===== src/rtl/prog_loader.sv =====
// Instruction-memory loader: assembles little-endian words from a byte stream,
// writes them to instruction memory, then runs the processor and captures the test result.
module prog_loader #(
    parameter int MAX_WORDS      = 512,
    parameter int TIMEOUT_CYCLES = 100000
) (
    input  logic        clock,
    input  logic        reset,
    input  logic        start,
    input  logic        rxValid,
    input  logic [7:0]  rxData,
    output logic        rxReady,
    output logic        insMemEn,
    output logic [31:0] insMemAddr,
    output logic [31:0] insMemDataIn,
    output logic        cpuReset,
    input  logic        ecallSeen,
    input  logic        passFlag,
    output logic        busy,
    output logic        testDone,
    output logic        testPass,
    output logic        testTimeout,
    output logic [31:0] wordCount,
    output logic [1:0]  loaderState
);

    // Handshake: a byte moves on a rising edge where rxValid and rxReady are both high;
    // rxReady is registered and does not depend on rxValid in the same cycle.

    typedef enum logic [1:0] {
        IDLE = 2'd0,
        LOAD = 2'd1,
        RUN  = 2'd2,
        DONE = 2'd3
    } state_t;

    localparam logic [31:0] MAX_WORDS_W   = 32'(MAX_WORDS);
    localparam logic [31:0] TIMEOUT_LAST  = 32'(TIMEOUT_CYCLES - 1);

    state_t      state;
    logic [1:0]  byteIdx;
    logic [23:0] asmWord;
    logic [31:0] runCount;
    logic [31:0] fullWord;
    logic [31:0] nextCount;
    logic        byteTake;

    assign byteTake    = rxValid & rxReady;
    assign fullWord    = {rxData, asmWord};
    assign nextCount   = wordCount + 32'd1;
    assign loaderState = state;

    always_ff @(posedge clock or negedge reset) begin
        if (!reset) begin
            state        <= IDLE;
            rxReady      <= 1'b0;
            insMemEn     <= 1'b0;
            insMemAddr   <= 32'd0;
            insMemDataIn <= 32'd0;
            cpuReset     <= 1'b1;
            busy         <= 1'b0;
            testDone     <= 1'b0;
            testPass     <= 1'b0;
            testTimeout  <= 1'b0;
            wordCount    <= 32'd0;
            byteIdx      <= 2'd0;
            asmWord      <= 24'd0;
            runCount     <= 32'd0;
        end else begin
            insMemEn <= 1'b0;
            case (state)
                IDLE, DONE: begin
                    if (start) begin
                        state       <= LOAD;
                        rxReady     <= 1'b1;
                        busy        <= 1'b1;
                        cpuReset    <= 1'b1;
                        testDone    <= 1'b0;
                        testPass    <= 1'b0;
                        testTimeout <= 1'b0;
                        wordCount   <= 32'd0;
                        byteIdx     <= 2'd0;
                        asmWord     <= 24'd0;
                    end
                end

                LOAD: begin
                    if (byteTake) begin
                        if (byteIdx != 2'd3) begin
                            case (byteIdx)
                                2'd0:    asmWord[7:0]   <= rxData;
                                2'd1:    asmWord[15:8]  <= rxData;
                                default: asmWord[23:16] <= rxData;
                            endcase
                            byteIdx <= byteIdx + 2'd1;
                        end else begin
                            byteIdx <= 2'd0;
                            asmWord <= 24'd0;
                            if (fullWord == 32'd0) begin
                                // all-zero word terminates the program image
                                state    <= RUN;
                                rxReady  <= 1'b0;
                                cpuReset <= 1'b0;
                                runCount <= 32'd0;
                            end else begin
                                insMemEn     <= 1'b1;
                                insMemAddr   <= wordCount;
                                insMemDataIn <= fullWord;
                                wordCount    <= nextCount;
                                if (nextCount == MAX_WORDS_W) begin
                                    state    <= RUN;
                                    rxReady  <= 1'b0;
                                    cpuReset <= 1'b0;
                                    runCount <= 32'd0;
                                end
                            end
                        end
                    end
                end

                RUN: begin
                    if (ecallSeen) begin
                        state       <= DONE;
                        cpuReset    <= 1'b1;
                        busy        <= 1'b0;
                        testDone    <= 1'b1;
                        testPass    <= passFlag;
                        testTimeout <= 1'b0;
                    end else if (runCount == TIMEOUT_LAST) begin
                        state       <= DONE;
                        cpuReset    <= 1'b1;
                        busy        <= 1'b0;
                        testDone    <= 1'b1;
                        testPass    <= 1'b0;
                        testTimeout <= 1'b1;
                    end else begin
                        runCount <= runCount + 32'd1;
                    end
                end

                default: state <= IDLE;
            endcase
        end
    end

endmodule


===== config.mk =====
export PLATFORM = sky130hd
export DESIGN_NAME = prog_loader
export DESIGN_NICKNAME = d
export VERILOG_FILES = /design/src/rtl/prog_loader.sv
export SDC_FILE = /design/constraint.sdc
export NUM_CORES = 1
export LEC_CHECK = 0
export CORE_MARGIN = 3
export CORE_UTILIZATION = 40
export DETAILED_ROUTE_END_ITERATION = 10
export GPL_ROUTABILITY_DRIVEN = 0
export PLACE_DENSITY = 0.71
export SETUP_SLACK_MARGIN = 0.4
export SLEW_MARGIN = 20
export SYNTH_ARGS = -nofsm -noshare
export SYNTH_HDL_FRONTEND = slang
export SYNTH_SLANG_ARGS = --single-unit
export TNS_END_PERCENT = 100

===== constraint.sdc =====
create_clock -name clock -period 4.4 [get_ports clock]
set_input_delay 0.44 -clock clock [delete_from_list [all_inputs] [get_ports clock]]
set_output_delay 0.44 -clock clock [all_outputs]
set_load 0.03 [all_outputs]

## Word level (Yosys, flattened, before mapping)

Cells that the tools add are included.

- Register bits: 163
- Input port bits: 14
- Output and inout port bits: 105
- Word-level logic and storage cells: 111

- $add $sub $neg: 3
- Equality and inequality tests: 18
- Muxes and demuxes: 53
- Bitwise gates (word level): 3
- Reductions and logical operators: 18

Operators with widths:

| cell | count |
|---|---|
| 32-bit two-way mux | 10 |
| 32-bit case mux with 2 select lines | 2 |
| 24-bit two-way mux | 3 |
| 32-bit by 1-bit adder with 32-bit output (second input constant) | 2 |
| 24-bit case mux with 2 select lines | 1 |
| 32-bit by 10-bit == test with 1-bit output (second input constant) | 1 |
| 32-bit by 17-bit == test with 1-bit output (second input constant) | 1 |
| 32-bit zero test | 1 |
| 8-bit two-way mux | 3 |
| 2-bit two-way mux | 10 |
| 1-bit two-way mux | 16 |
| 4-bit AND reduction | 4 |
| 5-bit AND reduction | 3 |
| 2-bit != test (second input constant) | 7 |
| 1-bit case mux with 2 select lines | 5 |
| 3-bit != test (second input constant) | 3 |
| 3-bit by 2-bit != test with 1-bit output (second input constant) | 2 |
| 2-bit case mux with 3 select lines | 1 |
| 3-bit AND reduction | 2 |
| 6-bit AND reduction | 1 |
| 2-bit nonzero test | 3 |
| 2-bit by 1-bit == test with 1-bit output (second input constant) | 2 |
| 2-bit == test (second input constant) | 2 |
| 2-bit zero test | 2 |
| 6 further kinds | 8 |

## Longest topological paths before layout

- Word-level depth: 7
- Gate-level depth with buffers: 14
- Gate-level depth less buffers: 9

## Worst setup path after synthesis

OpenSTA, ideal clock, no wires.

- Path kind: register -> register
- Start: register wordCount[0]
- End: register runCount[0]
- Library setup time: 0.127 ns
- Data arrival time: 3.228 ns
- Data required time: 4.273 ns
- Setup slack: 1.044 ns
- Cell stages (with the launch flop): 14
- Buffers on the path: 4
- Clock period less this slack: 3.356 ns
- Path through: dfrtp_1 ha_1 clkbuf_2 nand4_2 or3_1 clkbuf_1 or4_1 nand3_1 nand4_1 nand2b_4 buf_6 o21ai_2 buf_6 mux2_1

- Longest elaborated chain between the ends: 4

RTL lines:

| element | line | RTL |
|---|---|---|
| from (decl) | 23 | `output logic [31:0] wordCount,` |
| from (signal assigned) | 109 | `wordCount <= nextCount;` |
| 32-bit by 1-bit adder with 32-bit output | 50 | `assign nextCount = wordCount + 32'd1;` |
| 32-bit by 10-bit == test with 1-bit output | 110 | `if (nextCount == MAX_WORDS_W) begin` |
| 3-bit != test (no source line) | -- |  |
| 6-bit AND reduction (no source line) | -- |  |
| to (signal assigned) | 137 | `runCount <= runCount + 32'd1;` |
| to (decl) | 43 | `logic [31:0] runCount;` |

No other way between the ends.
A chain may end at the register's enable or synchronous reset.

## Worst setup path after layout

Ends and elaborated chain as after synthesis.

==> metrics.md <==
| Metric | Value |
|---|---|
| Antenna viol nets, final | 0 |
| Final setup viols | 0 |
| Share of the synthesized area in the top cell type | 0.473 |
| Vias post-DR | 7923 |
| Register area share after synthesis | 0.476 |
| Synth cell count leaders | 257 x nand2_1, 162 x dfrtp_1, 86 x o21ai_0 |
| Synth area leader | dfrtp_1 |
| Pin count of the biggest net entering global routing | 105 |
| Yosys reg bits | 163 |
| Post-Route Skew | 9.69 ps |
| Chip Height | 152 um |
| Req. time, crit path | 4710 ps |
| Power per cell area | 506 nW/um2 |
| Async SR Flop Fraction | 1.00 |
| Fill count | 1909 |
| Mapped Avg Cell Area | 8.53 um2 |
| Placed insts | 1340 |
| Synth-to-layout area growth | 23.7% |
| Synth Net Count | 1028 |
| Min Hold Slack | 143 ps |
| Final slew viol count | 0 |
| Met3 GRT Util | 0.0361 |
| CP arrival | 3960 ps |
| Avg WL per Cell | 17.5 um |
| Max-cap violations | 0 |
| Final nets | 1114 |
| Sink Count | 163 |
| Antenna violations before repair | 0 |
| Critical path launch point type | register |
| Die width | 152 um |
| Non-filler instance count after layout | 1374 |
| Cell variety after synth | 63 |
| Yosys Warn Count | 0 |
| Share of layout cells above drive strength 1 | 0.0670 |
| Clock Latency Late Sink | 420 ps |
| Die ar. | 23200 um2 |
| # DRC | 0 |
| Crit end category | register |
| RSZ-0062 raised after global routing | no |
| Peak supply drop | 301 uV |
| # port buffers | 118 |
| First-pass GRT wire length | 40000 um |
| Dpl hpwl | 16100 um |
| Setup TNS Final | 0 ps |
| Clk buf depth | 2 |
| Netlist Area Pre-Place | 8570 um2 |
| DR vias/cell | 5.77 |
| Worst reg2reg startpoint | wordCount[0]$_DFFE_PN0P_ |
| EDFF count, synth | 0 |
| Hold Crit Class | primary input to async pin |
| Pleak | 0.00473 uW |
| Post-route clock period utilization | 0.831 |
| TritonCTS buffer count | 17 |
| Final wirelength | 24100 um |
| GR Layer Usage met1 | 0.296 |
| Global-route met2 utilization | 0.323 |
| Clock slew at reported path FFs | 70 ps |
| Grt ovf | 0 |
| Most common cell in the netlist | nand2_1 |
| Max-slew headroom | 0.370 |
| 1st-pass router iterations | 6 |
| Crit path from | wordCount[0]$_DFFE_PN0P_ |
| IO Pins | 119 |
| Critical path start-end classification | register to register |
| CTS tree | built |
| Initial DRC count | 749 |
| Number of H-tree levels | 4 |
| Achievable frequency | 0.274 GHz |
| Crit Path Max Fanout | 13 |
| Cells after synthesis | 1005 |
| Rows | 52 |
| Worst slew pin tran | 946 ps |
| Clk root buf | clkbuf_16 |
| Clock period minus worst slack | 3660 ps |
| ANT cells | 0 |
| Core area | 20600 um2 |
| Top_reg_cell synth | dfrtp_1 |
| Busiest layer in global routing | met2 |
| CP max-delay cell | or3_1 |
| Synth top area cells | dfrtp_1 47%, nand2_1 11%, o21ai_0 5.0% |
| Count of final hold-check violations | 0 |
| Total GRT Usage | 0.206 |
| Initial core utilization | 0.416 |
| Cell Chain, Critical Path | ha_1, nand4_2, or3_1, o21a_1, nor3_1, nand4_1, or2_2, o21ai_2, buf_4, mux2_1 |
| Hold Buf Count CTS | 0 |
| Critical Path Max Stage Delay | 540 ps |
| Status | finished, final reports clean |
| Number of global-route vias before repair | 7424 |
[per-layer routing]
metal,vias to the layer above,share of wire
li1,3748,-
met1,3822,0.46
met2,316,0.46
met3,37,0.061
met4,0,0.018
met5,-,0
[sequential cells by signal (all words and copies together), names as in the netlist]
name	flops
asmWord	24
insMemEn	1
testDone	1
wordCount	32
testTimeout	1
testPass	1
loaderState	2
byteIdx	2
insMemAddr	32
busy	1
runCount	32
insMemDataIn	32
cpuReset	1
rxReady	1
[cells by family after synthesis]
group           count (synthesis)  share of synthesized area
flops                         163                      0.476
xor+xnor                        7                    0.00715
simple gates                  491                      0.270
compound gates                219                      0.172
fa+ha+maj                       9                     0.0131
buf+inv                       111                     0.0552
mux                             5                    0.00613
[where the power goes]
group	leakage (uW)	internal (uW)	switching (uW)
logic	0.00219	547	1140
registers	0.00222	1750	246
clock network	0.000320	1060	629
[cell usage in the layout (no fill, tap or decap), types with 4 or more instances in the layout]
cell	netlist	final
o211a_1	10	10
o221ai_1	10	10
buf_4	5	19
nor3_1	30	30
o31ai_1	16	16
a31oi_1	8	8
or3_1	4	4
nor3b_1	4	4
and2_1	6	6
bufinv_16	0	5
a211o_1	12	12
o211ai_1	23	23
a21oi_1	13	13
and4_1	6	6
clkbuf_16	0	17
nor2_1	46	46
dfrtp_1	162	162
or2_2	7	7
o2111ai_1	11	11
o21ai_0	86	85
xnor2_1	4	4
a211oi_1	5	5
nand3_1	38	38
ha_1	9	9
or4_1	4	4
clkdlybuf4s50_1	0	117
inv_1	40	39
nor4_1	25	25
clkinv_4	0	4
nand2_1	257	257
nand4_1	18	18
o41ai_1	6	6
and3_1	26	26
nand2b_1	5	5
[critical path, delay by kind of cell (launching register included)]
family	cells	cell delay, ps
flops	1	480
simple gates	5	1730
compound gates	2	400
buf+inv	1	230
mux	1	330
fa+ha+maj	1	360
[through the flow]
step | utilization | power (uW) | instance area, um2 | setup WS [ps]
2_1_floorplan | - | 3110 | 8570 | 1040
3_3_place_gp | 0.480 | 3650 | 9910 | 835
3_5_place_dp | 0.480 | 3700 | 9910 | 714
4_1_cts | 0.513 | 5400 | 10600 | 690
5_1_grt | 0.514 | 5690 | 10600 | 475
6_report | 0.514 | 5370 | 10600 | 744
[path summary, 6_finish.rpt]
kind                                               end  slack (ps)  depth (start not counted)
setup / recovery               runCount[0]$_DFFE_PN0P_         740                         10
hold / removal                      insMemEn$_DFF_PN0_         140                          1
setup reg to reg               runCount[0]$_DFFE_PN0P_         740                         10
hold reg to reg            insMemDataIn[8]$_DFFE_PN0P_         470                          2
max in group asynchronous   insMemAddr[31]$_DFFE_PN0P_        3210                          2
min in group clock         insMemDataIn[8]$_DFFE_PN0P_         470                          2
[cell type report]
cell class | instances | area (um2) | area share
Sequential cell | 163 | 4080 | 0.385
Multi-Input combinational cell | 731 | 4020 | 0.379
Timing Repair Buffer | 138 | 1350 | 0.127
Clock buffer | 21 | 470 | 0.0444
Tap cell | 270 | 338 | 0.0319
Clock inverter | 11 | 200 | 0.0189
Inverter | 40 | 150 | 0.0142
[timing repair]
item,4_1_cts,5_1_grt
resized for setup,0,0
buffers inserted,0,2
endpoints found under the setup margin,0,9
endpoints found under the hold margin,0,0
Power figures use the tool's default switching activity.
